$ cat config.mk
export PLATFORM = sky130hd
export DESIGN_NAME = nand_logic_sequencer
export DESIGN_NICKNAME = d
export VERILOG_FILES = /design/src/rtl/nand_logic_sequencer_pkg.sv /design/src/rtl/nand_logic_sequencer_nand_unit.sv /design/src/rtl/nand_logic_sequencer.sv
export SDC_FILE = /design/constraint.sdc
export NUM_CORES = 1
export LEC_CHECK = 0
export ABC_CLOCK_PERIOD_IN_PS = 7900
export CAP_MARGIN = 20
export CORE_MARGIN = 2
export CORE_UTILIZATION = 48
export CTS_BUF_LIST = sky130_fd_sc_hd__clkbuf_16
export CTS_CLUSTER_SIZE = 16
export DETAILED_ROUTE_END_ITERATION = 7
export PLACE_DENSITY = 0.69
export SETUP_SLACK_MARGIN = 0.3
export SLEW_MARGIN = 30
export SYNTH_ARGS = -nofsm -noshare
export SYNTH_HDL_FRONTEND = slang
export SYNTH_SLANG_ARGS = --single-unit
export TNS_END_PERCENT = 5
$ cat constraint.sdc
create_clock -name clk -period 7.9 [get_ports clk]
set_input_delay 0.79 -clock clk [delete_from_list [all_inputs] [get_ports clk]]
set_output_delay 0.79 -clock clk [all_outputs]
set_load 0.03 [all_outputs]
$ cat src/rtl/nand_logic_sequencer_pkg.sv
// nand_seq_pkg: opcodes, FSM states, step source/destination encodings and the per-op NAND step table
package nand_seq_pkg;
  localparam logic [2:0] OP_NAND    = 3'b000;
  localparam logic [2:0] OP_NOT     = 3'b001;
  localparam logic [2:0] OP_AND     = 3'b010;
  localparam logic [2:0] OP_OR      = 3'b011;
  localparam logic [2:0] OP_NOR     = 3'b100;
  localparam logic [2:0] OP_XOR     = 3'b101;
  localparam logic [2:0] OP_XNOR    = 3'b110;
  localparam logic [2:0] OP_ILLEGAL = 3'b111;
  typedef enum logic [1:0] {S_IDLE, S_EXEC, S_DONE} state_t;
  typedef enum logic [2:0] {SRC_A, SRC_B, SRC_T1, SRC_T2, SRC_T3, SRC_Y} src_t;
  typedef enum logic [1:0] {DST_T1, DST_T2, DST_T3, DST_Y} dst_t;
  typedef struct packed {
    src_t x;
    src_t z;
    dst_t d;
  } step_t;
  // number of NAND evaluations each opcode needs
  function automatic logic [2:0] op_steps(input logic [2:0] op);
    logic [2:0] k;
    case (op)
      OP_NAND, OP_NOT: k = 3'd1;
      OP_AND:          k = 3'd2;
      OP_OR:           k = 3'd3;
      OP_NOR, OP_XOR:  k = 3'd4;
      OP_XNOR:         k = 3'd5;
      default:         k = 3'd0;
    endcase
    return k;
  endfunction
  // operand sources and destination for a given opcode and step index
  function automatic step_t step_lookup(input logic [2:0] op, input logic [2:0] step);
    step_t s;
    s = step_t'{SRC_A, SRC_B, DST_Y};
    case (op)
      OP_NOT: s = step_t'{SRC_A, SRC_A, DST_Y};
      OP_AND: s = (step == 3'd0) ? step_t'{SRC_A, SRC_B, DST_T1} : step_t'{SRC_T1, SRC_T1, DST_Y};
      OP_OR, OP_NOR:
        case (step)
          3'd0:    s = step_t'{SRC_A, SRC_A, DST_T1};
          3'd1:    s = step_t'{SRC_B, SRC_B, DST_T2};
          3'd2:    s = step_t'{SRC_T1, SRC_T2, DST_Y};
          default: s = step_t'{SRC_Y, SRC_Y, DST_Y};
        endcase
      OP_XOR, OP_XNOR:
        case (step)
          3'd0:    s = step_t'{SRC_A, SRC_B, DST_T1};
          3'd1:    s = step_t'{SRC_A, SRC_T1, DST_T2};
          3'd2:    s = step_t'{SRC_B, SRC_T1, DST_T3};
          3'd3:    s = step_t'{SRC_T2, SRC_T3, DST_Y};
          default: s = step_t'{SRC_Y, SRC_Y, DST_Y};
        endcase
      default: s = step_t'{SRC_A, SRC_B, DST_Y};
    endcase
    return s;
  endfunction
endpackage

$ cat src/rtl/nand_logic_sequencer_nand_unit.sv
// nand_unit: the single shared combinational WIDTH-bit NAND
module nand_unit #(
  parameter int WIDTH = 4
) (
  input  logic [WIDTH-1:0] x,
  input  logic [WIDTH-1:0] z,
  output logic [WIDTH-1:0] y
);
  assign y = ~(x & z);
endmodule

$ cat src/rtl/nand_logic_sequencer.sv
// nand_logic_sequencer: evaluates logic ops as NAND sequences on one shared NAND unit; optional NAND_SEQ_STATS_EN adds nand_count
module nand_logic_sequencer
  import nand_seq_pkg::*;
#(
  parameter int WIDTH = 4
) (
  input  logic             clk,
  input  logic             rst,
  input  logic             in_valid,
  output logic             in_ready,
  input  logic [2:0]       op,
  input  logic [WIDTH-1:0] a,
  input  logic [WIDTH-1:0] b,
  output logic             out_valid,
  input  logic             out_ready,
  output logic [WIDTH-1:0] y,
  output logic             err,
  output logic             busy
`ifdef NAND_SEQ_STATS_EN
  ,
  output logic [15:0]      nand_count
`endif
);
  state_t           r_state, w_next;
  logic [2:0]       r_op, r_step;
  logic [WIDTH-1:0] r_a, r_b, r_t1, r_t2, r_t3, r_y;
  logic             r_err;
  logic             w_accept, w_last, w_exec;
  step_t            w_step;
  logic [WIDTH-1:0] w_x, w_z, w_n;
  function automatic logic [WIDTH-1:0] pick(input src_t s, input logic [WIDTH-1:0] sa, sb, s1, s2, s3, sy);
    return (s == SRC_A) ? sa : (s == SRC_B) ? sb : (s == SRC_T1) ? s1 :
           (s == SRC_T2) ? s2 : (s == SRC_T3) ? s3 : sy;
  endfunction
  assign w_accept = in_valid & in_ready;
  assign w_exec   = r_state == S_EXEC;
  assign w_last   = r_step == op_steps(r_op) - 3'd1;
  assign w_step   = step_lookup(r_op, r_step);
  assign w_x      = pick(w_step.x, r_a, r_b, r_t1, r_t2, r_t3, r_y);
  assign w_z      = pick(w_step.z, r_a, r_b, r_t1, r_t2, r_t3, r_y);
  nand_unit #(.WIDTH(WIDTH)) u_nand (.x(w_x), .z(w_z), .y(w_n));
  // state register
  always_ff @(posedge clk)
    if (rst) r_state <= S_IDLE;
    else r_state <= w_next;
  // next state: illegal ops skip EXEC, DONE waits for the consumer
  always_comb begin
    w_next = r_state;
    w_next = (r_state == S_IDLE) ? (w_accept ? ((op == OP_ILLEGAL) ? S_DONE : S_EXEC) : S_IDLE) :
             (r_state == S_EXEC) ? (w_last ? S_DONE : S_EXEC) :
             (out_ready ? S_IDLE : S_DONE);
  end
  // handshake and status outputs decoded from state
  always_comb begin
    in_ready  = r_state == S_IDLE;
    out_valid = r_state == S_DONE;
    busy      = r_state != S_IDLE;
  end
  // operand latch, step counter and one NAND write-back per EXEC cycle
  always_ff @(posedge clk)
    if (rst) begin
      r_op   <= '0;
      r_step <= '0;
      r_a    <= '0;
      r_b    <= '0;
      r_t1   <= '0;
      r_t2   <= '0;
      r_t3   <= '0;
      r_y    <= '0;
      r_err  <= 1'b0;
    end else if (w_accept) begin
      r_op   <= op;
      r_step <= '0;
      r_a    <= a;
      r_b    <= b;
      r_y    <= '0;
      r_err  <= op == OP_ILLEGAL;
    end else if (w_exec) begin
      r_step <= r_step + 3'd1;
      if (w_step.d == DST_T1) r_t1 <= w_n;
      if (w_step.d == DST_T2) r_t2 <= w_n;
      if (w_step.d == DST_T3) r_t3 <= w_n;
      if (w_step.d == DST_Y)  r_y  <= w_n;
    end
  assign y   = r_y;
  assign err = r_err;
`ifdef NAND_SEQ_STATS_EN
  logic [15:0] r_count;
  // saturating count of NAND evaluations
  always_ff @(posedge clk)
    if (rst) r_count <= '0;
    else if (w_exec && r_count != 16'hFFFF) r_count <= r_count + 16'd1;
  assign nand_count = r_count;
`endif
endmodule

==> run summary <==
Status: finished, final reports clean
Die Area: 5210 um2
Iter 0 DRT Violations: 161
Main synth FF type: dfxtp_1
CTS max path bufs: 2
Post-DR wirelength/cell: 15.6 um
RePlAce Congestion: 0.936
Finish-stage setup viols: 0
Worst-Skew Late Latency: 270 ps
Setup crit start kind: flop
DR pass1 iterations: 5
Final hold violation count: 0
CTS tree: yes
Worst vdd rail ir drop: 0.000108 V
Minimum clock period after layout: 3200 ps
Asr flop ratio synth: 0%
Fmax: 312 MHz
Vias post-DR: 2233
Leak: 0.977 nW
Reg clk slew, reported paths: 50 ps
Max Cap Viol: 0
Final instance area: 2640 um2
Relative slew slack: 57.6%
Post-CTS sizing: 0
Cell Area, Synth: 2230 um2
Period utilisation layout: 40.5%
Crit path max fanout: 8
Multi-input gate area: 1470 um2
Gr ovfl total: 0
#FFs+latches synth: 33
Post-Syn Instances: 298
Finished Layout Cells: 368
PD cells: 201 nW/um2
Final ANT Viol Nets: 0
Yosys top cell by area: dfxtp_1
Clk sinks: 33
Critical path class: reg -> reg
Cell Count Post-Placement: 360
Measured slew at the worst slew-check pin: 633 ps
Chip Width: 72.2 um
Worst min path class: reg -> reg
Syn_nets: 319
Pins Over Slew Limit: 0
WP data required: 8080 ps
Initial Util: 50.6%
Area share of the leading cell type in the synthesized netlist: 29.6%
Pre-CTS WS: 4780 ps
Sequential cell area: 661 um2
Number of diodes: 0
Vias in the first global route: 2038
Number of H-tree levels: 2
Register area share after synthesis: 29.6%
Drt via density: 6.07
# nets final: 336
Remaining DRCs: 0
# IOs: 23
First-pass GRT wire length: 9910 um
Worst Skew: 3.87 ps
WHS: 458 ps
Post-DP HPWL: 4310 um
RSZ-0062 raised after global routing: no
Synth unique cells: 57
Layout cell share with drive strength beyond 1: 7.91%
CORE AREA: 4410 um2
Crit path DAT: 3390 ps
Number of setup buffers added after CTS: 0
Cts bufs inserted: 5
Layout overhead on the synthesized area: 18.2%
Post-synth EDFFs: 0
Drt total wl: 5730 um
Initial antenna violation count: 0
Post-synthesis average cell area: 7.49 um2
Placed Area: 2470 um2
Port Buffer Count: 22
CTS root buffer: clkbuf_16
Setup crit end kind: flop
Total Routing Usage GR: 23.7%
Num rows: 24
Final Worst Setup Slack: 4700 ps
Leading post-synthesis cells by cell area: dfxtp_1 (30%), nor2_1 (7.1%), nand2_1 (6.1%), a21oi_1 (5.2%), ha_1 (3.4%)
TNS Setup: 0 ps
YS warnings: 0
Fill count: 393
Cts hold-fix bufs: 0
Die height: 72.2 um
Largest net degree at the start of global routing: 31
## cell usage in the layout, fill, tap and decap left out, drive strengths merged, types with 8 or more instances in the layout
master          n
o21ai          10
nand2          37
nand3           9
a211oi          8
a21oi          23
dfxtp          33
clkdlybuf4s50  22
inv            13
nor3           13
nor2           42
## worst max-delay path, stage by stage (launching register included)
cell and delay [ps]:
dfxtp_1 460, inv_1 160, ha_1 310, nor3_2 260
or2_0 340, nor2_1 80, maj3_1 370, o21bai_1 270
nor2b_1 540, nor2_1 80, a311oi_1 240
## through the flow
step                power, W  util, %
floorplan           0.000279        -
global placement    0.000315     56.0
detailed placement  0.000316     56.0
CTS                 0.000533     59.8
global route        0.000557     59.8
finish              0.000532     59.8
## synthesized netlist by cell type (all sizes together), types with 2 or more instances
master and n:
nor3 13, o21a 2, and3 3, a211oi 8, clkbuf 10, or4 2
a21oi 23, nand2 37, o22ai 3, mux2i 2, o21bai 6, a32oi 3
nor2b 6, ha 6, o32ai 4, nor2 42, a31oi 5, o311ai 3
buf 3, o211ai 4, a22oi 2, maj3 2, nand2b 3, nand3 9
nand3b 2, a221o 2, a311oi 4, a21boi 3, and2 2, or2 6
o21ai 10, mux2 5, inv 13, o31ai 2, dfxtp 33
## state kept, by name (all words and copies together) (netlist names), 3 cells and up
register,flops
r_op,3
y,4
r_a,4
r_t1,4
r_t3,4
r_step,3
r_b,4
r_t2,4
## cells by family (layout without fill, tap and decap cells)
| kind of cell | count (synthesis) | in the layout | share of synthesized area [%] |
|---|---|---|---|
| AO/OA/AOI/OAI | 94 | 94 | 30.4 |
| XOR/XNOR | 1 | 1 | 0.729 |
| adder cells (fa/ha/maj) | 8 | 8 | 4.26 |
| buffers and inverters | 26 | 44 | 4.54 |
| flip-flops | 33 | 33 | 29.6 |
| multiplexers | 7 | 7 | 3.42 |
| AND/OR/NAND/NOR | 129 | 129 | 27.0 |
## final timing paths
check                                            start  cells past startpoint  slack (ps)                    to
worst max-delay path            r_step[0]$_SDFFE_PP0N_                     10        4700  r_t3[0]$_SDFFE_PP0P_
worst min-delay path               r_a[1]$_SDFFE_PP0P_                      2         460   r_a[1]$_SDFFE_PP0P_
worst max register to register  r_step[0]$_SDFFE_PP0N_                     10        4700  r_t3[0]$_SDFFE_PP0P_
worst min register to register     r_a[1]$_SDFFE_PP0P_                      2         460   r_a[1]$_SDFFE_PP0P_
## routing by layer
| layer | vias up | track usage [%] | routed length (um) |
|---|---|---|---|
| met3 | 6 | 5.00 | 423 |
| met4 | 0 | 4.61 | 51 |
| li1 | 1130 | - | - |
| met2 | 78 | 37.1 | 2570 |
| met1 | 1019 | 33.8 | 2690 |
| met5 | - | 0 | 0 |
## layout make-up
cell class / count / area share, %
multi-input cells: 239 / 55.7
flip-flops and latches: 33 / 25.0
repair buffers: 23 / 8.63
clock buffers: 5 / 4.74
well taps: 52 / 2.47
inverters: 13 / 1.85
clock inverters: 3 / 1.56
## where the power goes
group | switching (W) | internal [W]
Combinational | 0.0000744 | 0.0000504
Sequential | 0.0000137 | 0.000176
Clock | 0.0000697 | 0.000147
Note: power is estimated with default switching activity, not from simulation.
